[config.mk]
export PLATFORM = sky130hd
export DESIGN_NAME = mu_widthadapt_1_to_n
export DESIGN_NICKNAME = d
export VERILOG_FILES = /design/src/rtl/mu_widthadapt_1_to_n.sv
export SDC_FILE = /design/constraint.sdc
export NUM_CORES = 1
export LEC_CHECK = 0
export BUFFER_PORTS_ARGS = -buffer_cell sky130_fd_sc_hd__buf_2
export CORE_ASPECT_RATIO = 1.1
export CORE_UTILIZATION = 30
export CTS_BUF_LIST = sky130_fd_sc_hd__clkbuf_2
export DETAILED_ROUTE_END_ITERATION = 16
export GPL_TIMING_DRIVEN = 1
export MAX_ROUTING_LAYER = met4
export PLACE_DENSITY = 0.48
export SYNTH_ARGS = -nofsm -noshare
export SYNTH_HDL_FRONTEND = slang
export SYNTH_SLANG_ARGS = --single-unit
[constraint.sdc]
create_clock -name clk -period 4.7 [get_ports clk]
set_clock_uncertainty 0.15 [all_clocks]
set_input_delay 0.235 -clock clk [delete_from_list [all_inputs] [get_ports clk]]
set_output_delay 0.235 -clock clk [all_outputs]
set_load 0.01 [all_outputs]
[src/rtl/mu_widthadapt_1_to_n.sv]
// ---------------------------------------------------------------------------
// mu_widthadapt_1_to_n
// Narrow-to-wide width adapter: packs RATIO input beats of IW bits into one
// output word of OW = IW*RATIO bits. A single word register is used both to
// assemble and to present the word; while a word is presented and not taken,
// input is stalled. When the word is taken in the same cycle as a new beat
// arrives, that beat starts the next word, so full-rate streaming has no bubbles.
//
// Parameters
//   IW     input beat width
//   RATIO  beats per output word (2..16)
//   SWAP   0: first beat in the most-significant lane, 1: least-significant
//
// Ports
//   clk       clock, rising edge
//   rst_n     asynchronous active-low reset
//   wr_data   input beat
//   wr_valid  input beat valid
//   wr_ready  input beat accepted when high with wr_valid (combinational)
//   flush     emit a partially filled word (only with MU_WIDTHADAPT_FLUSH_EN)
//   rd_data   assembled output word
//   rd_valid  output word valid
//   rd_ready  output word consumed when high with rd_valid
//   rd_count  number of real beats in rd_data
//
// Build option
//   MU_WIDTHADAPT_FLUSH_EN  defined: flush emits partial words with a beat
//                           count; undefined: flush is ignored, only full
//                           words are emitted and rd_count is fixed at RATIO.
// ---------------------------------------------------------------------------
module mu_widthadapt_1_to_n #(
    parameter int IW    = 16,
    parameter int RATIO = 4,
    parameter int SWAP  = 0
) (
    input  logic                           clk,
    input  logic                           rst_n,
    input  logic [IW-1:0]                  wr_data,
    input  logic                           wr_valid,
    output logic                           wr_ready,
    input  logic                           flush,
    output logic [IW*RATIO-1:0]            rd_data,
    output logic                           rd_valid,
    input  logic                           rd_ready,
    output logic [$clog2(RATIO+1)-1:0]     rd_count
);

    localparam int OW = IW * RATIO;
    localparam int CW = $clog2(RATIO + 1);

    localparam logic [CW-1:0] LAST = CW'(RATIO - 1);
    localparam logic [CW-1:0] FULL = CW'(RATIO);

    typedef enum logic [1:0] {
        S_EMPTY,
        S_FILL,
        S_HOLD
    } state_t;

    state_t         state_q, state_d;
    logic [CW-1:0]  cnt_q, cnt_d;
    logic [OW-1:0]  data_q, data_d;
    logic           accept;

    // Write one beat into logical lane idx; logical lane 0 is the first-beat
    // end, which is the MSB lane unless SWAP is set.
    function automatic logic [OW-1:0] put_beat(input logic [OW-1:0] word,
                                                input logic [IW-1:0] beat,
                                                input logic [CW-1:0] idx);
        logic [OW-1:0] w;
        int            phys;
        w    = word;
        phys = (SWAP != 0) ? int'(idx) : (RATIO - 1 - int'(idx));
        for (int i = 0; i < RATIO; i++) begin
            if (i == phys) begin
                w[i*IW +: IW] = beat;
            end
        end
        return w;
    endfunction

    assign rd_valid = (state_q == S_HOLD);
    assign wr_ready = !rd_valid || rd_ready;
    assign accept   = wr_valid && wr_ready;
    assign rd_data  = data_q;

`ifdef MU_WIDTHADAPT_FLUSH_EN
    logic [CW-1:0]  rcnt_q, rcnt_d;
    logic           flush_act;

    // Flush only has an effect on a partially filled word.
    assign flush_act = flush && (state_q == S_FILL);
    assign rd_count  = rcnt_q;
`else
    logic           unused_flush;

    assign unused_flush = flush;
    assign rd_count     = FULL;
`endif

    always_comb begin
        state_d = state_q;
        cnt_d   = cnt_q;
        data_d  = data_q;
`ifdef MU_WIDTHADAPT_FLUSH_EN
        rcnt_d  = rcnt_q;
`endif
        case (state_q)
            S_EMPTY, S_FILL: begin
                if (accept) begin
                    // A fresh word starts from all-zero lanes.
                    data_d = put_beat((state_q == S_FILL) ? data_q : '0, wr_data, cnt_q);
                    if (cnt_q == LAST) begin
                        state_d = S_HOLD;
                        cnt_d   = '0;
`ifdef MU_WIDTHADAPT_FLUSH_EN
                        rcnt_d  = FULL;
`endif
                    end else begin
                        state_d = S_FILL;
                        cnt_d   = cnt_q + CW'(1);
`ifdef MU_WIDTHADAPT_FLUSH_EN
                        if (flush_act) begin
                            state_d = S_HOLD;
                            cnt_d   = '0;
                            rcnt_d  = cnt_q + CW'(1);
                        end
`endif
                    end
                end
`ifdef MU_WIDTHADAPT_FLUSH_EN
                else if (flush_act) begin
                    state_d = S_HOLD;
                    cnt_d   = '0;
                    rcnt_d  = cnt_q;
                end
`endif
            end
            S_HOLD: begin
                if (rd_ready) begin
                    if (accept) begin
                        // Word taken and next beat arrives together: beat
                        // becomes lane 0 of a new, otherwise-zero word.
                        data_d  = put_beat('0, wr_data, '0);
                        cnt_d   = CW'(1);
                        state_d = S_FILL;
                    end else begin
                        data_d  = '0;
                        cnt_d   = '0;
                        state_d = S_EMPTY;
                    end
                end
            end
            default: begin
                state_d = S_EMPTY;
                cnt_d   = '0;
                data_d  = '0;
            end
        endcase
    end

    always_ff @(posedge clk or negedge rst_n) begin
        if (!rst_n) begin
            state_q <= S_EMPTY;
            cnt_q   <= '0;
            data_q  <= '0;
`ifdef MU_WIDTHADAPT_FLUSH_EN
            rcnt_q  <= '0;
`endif
        end else begin
            state_q <= state_d;
            cnt_q   <= cnt_d;
            data_q  <= data_d;
`ifdef MU_WIDTHADAPT_FLUSH_EN
            rcnt_q  <= rcnt_d;
`endif
        end
    end

endmodule

==> impl_results.md <==
- CTS Buffer Depth: 2
- Crit path DAT: 1.89 ns
- PostCTS Resize Cnt: 0
- Starting Density: 31.2%
- Combined area of the multi-input logic cells: 928 um^2
- Residual DRC: 0
- Vias: 2026
- Core area: 0.00892 mm^2
- Layout cells sized above 1: 40.0%
- CTS clock-pin slew for the worst setup and hold paths: 0.20 ns
- Leakage: 1.91 nW
- Power per cell area: 711 mW/mm^2
- Util after Layout: 40.5%
- Vias per cell: 4.95
- H-tree levels: 3
- Post-Syn Instances: 190
- Vias in the first global route: 1965
- GRT Residual Overflow: 0
- Post-synth cell types: 31
- Crit start category: flop
- Hold Crit Class: in -> reg
- Register area share after synthesis: 62.0%
- Post-DP Area: 0.00325 mm^2
- Post-DP HPWL: 4770 um
- Simple-Gate Fraction of Synth Area: 4.36%
- Boundary Pins: 90
- Status: finished clean
- Gate power share: 40.0%
- Num rows: 36
- CTS tree: built
- Reg2reg setup slack: 2.44 ns
- First-pass GRT wire length: 11300 um
- Slew @ Worst Pin: 0.901 ns
- Tmin final: 2.28 ns
- Cell Area, Synth: 0.00279 mm^2
- Hold Fails Final Rpt: 0
- Final Setup Violations: 0
- Number of flops mapped to enable cells by yosys: 0
- Die area: 0.00967 mm^2
- Maximum operating frequency: 0.439 GHz
- Max-capacitance violation count: 0
- Final period utilization: 48.4%
- Placed Cells: 375
- DP Worst Slack: 2.46 ns
- Clock power share: 19.6%
- Final instance area: 0.00361 mm^2
- Routability cong.: 0.753
- Max VDD drop: 282 uV
- Final WL: 7290 um
- CTS Sinks: 69
- Psw: 0.944 mW
- Routed wire length per instance: 17.8 um
- CTS Root Cell: clkbuf_2
- Final WS setup: 2.42 ns
- Mean cell area of the mapped netlist: 14.7 um^2
- Pin count of the biggest net entering global routing: 36
- RSZ-0062 raised after global routing: no
- Post-Synth XOR/XNOR Area: 0%
- Fill cells: 856
- Most common cell after layout, fill and taps aside: buf_2
- I/O Buffers: 85
- Antenna-violating nets left: 0
- Synth-to-layout area growth: 29.6%
- Die width: 93.9 um
- Storage cell area: 0.00173 mm^2
- R2R cell count: 3
- Mux contribution to synthesized area: 0.359%
- Most frequent cells in the layout: buf_2, dfrtp_1, a22o_1, dlygate4sd3_1, clkbuf_2
- Async SR Flop Fraction: 100%
- Final Non-Filler Cells: 409
- Initial DRC count: 103
- Main synth FF type: dfrtp_1
- Largest family of logic cells by synthesized area: compound AO/OA/AOI/OAI gates
- Max_slew headroom: 39.9%
- Setup TNS: 0 ns
- Synth Register Bits: 69
- Pre-antenna DRT Iters: 4
- Antenna diodes: 0
- Critical path type: reg -> out
- Later-pin clock latency in the skew report: 0.49 ns
- Slew Limit Fails: 0
- Compound-cell area share of the yosys netlist: 26.4%
- Initial antenna violation count: 0
- Post-synthesis adder-cell area fraction: 1.80%
- Int Power: 1.62 mW
- Synth Warn #: 0
- Gr usage total: 16.5%
- Critical Path End Type: output port
- Hold depth: 2
- Chip Height: 103 um
- Flop pwr share: 40.4%
- Worst path required time: 4.32 ns
- Crit Path Max Fanout: 15
- Switching Share: 36.8%
- Total CTS buffers: 9
- Nets: 315
[layer usage]
layer	GRT usage, %	share of wire, %	vias up
met5	-	0	-
met4	6.75	1.1	0
met3	3.10	4.6	7
met2	22.4	44	60
met1	23.9	51	1023
li1	-	-	936
[registers in the layout, summed over array words and instances, names as in the netlist]
name and cells:
cnt_q 3, rd_data 64, state_q 2
[cell usage after synthesis (2+ instances only)]
| cell | n | area, um^2 |
|---|---|---|
| a22o_1 | 59 | 517 |
| a22o_2 | 6 | 60.1 |
| and3_1 | 3 | 18.8 |
| buf_2 | 6 | 30.0 |
| buf_4 | 7 | 52.6 |
| buf_6 | 3 | 33.8 |
| conb_1 | 2 | 7.51 |
| dfrtp_1 | 69 | 1730 |
| ha_1 | 4 | 50.1 |
| inv_1 | 3 | 11.3 |
| nor2_1 | 2 | 7.51 |
| nor2b_1 | 4 | 25.0 |
| o21ai_0 | 2 | 10.0 |
| o221ai_4 | 3 | 78.8 |
[what timing repair did]
action                                 CTS  global route
buffers inserted                         0             0
hold buffers                            18             0
endpoints found under the hold margin  101             0
[worst paths after layout]
check | end | from
max reg2reg | rd_data[55]$_DFFE_PN0P_ | state_q[1]$_DFFE_PN0P_
min | state_q[0]$_DFFE_PN0P_ | wr_valid
max | wr_ready | state_q[1]$_DFFE_PN0P_
min in group asynchronous | rd_data[58]$_DFFE_PN0P_ | rst_n
min reg2reg | rd_data[37]$_DFFE_PN0P_ | rd_data[37]$_DFFE_PN0P_
max in group asynchronous | rd_data[55]$_DFFE_PN0P_ | rst_n
[cell type report]
| cell class | count | area share (%) |
|---|---|---|
| clock buffer | 9 | 1.25 |
| clock inverter | 7 | 3.81 |
| inverter | 4 | 0.485 |
| multi-input combinational | 102 | 25.7 |
| sequential | 69 | 47.8 |
| tap | 114 | 3.95 |
| timing repair buffer | 104 | 17.0 |
[kinds of logic after synthesis]
logic type               count (synthesis)
AO/OA/AOI/OAI                           77
flip-flops                              69
buffers and inverters                   20
AND/OR/NAND/NOR                         17
adder cells (fa/ha/maj)                  4
other                                    2
multiplexers                             1
[critical path, cell delays in order (launching register included)]
cell and delay (ns):
dfrtp_1 0.81, nand2b_2 0.18, nor2_4 0.17, inv_4 0.09, buf_2 0.15
[power groups by stage]
stage	sequential, mW	clock [mW]	combinational (mW)
after floorplan	1.15	0	0.527
after CTS	1.04	0.514	1.05
after detailed placement	1.05	0	1.03
final	1.04	0.502	1.03
after global routing	1.08	0.544	1.13
after global placement	1.05	0	1.02
[through the flow]
step                      hold WS (ns)  total power, mW
after floorplan                 -0.211             1.68
after global placement           0.209             2.07
after detailed placement         0.215             2.08
after CTS                       0.0245             2.60
after global routing            0.0330             2.75
final                           0.0701             2.57
Power figures use the tool's default switching activity.
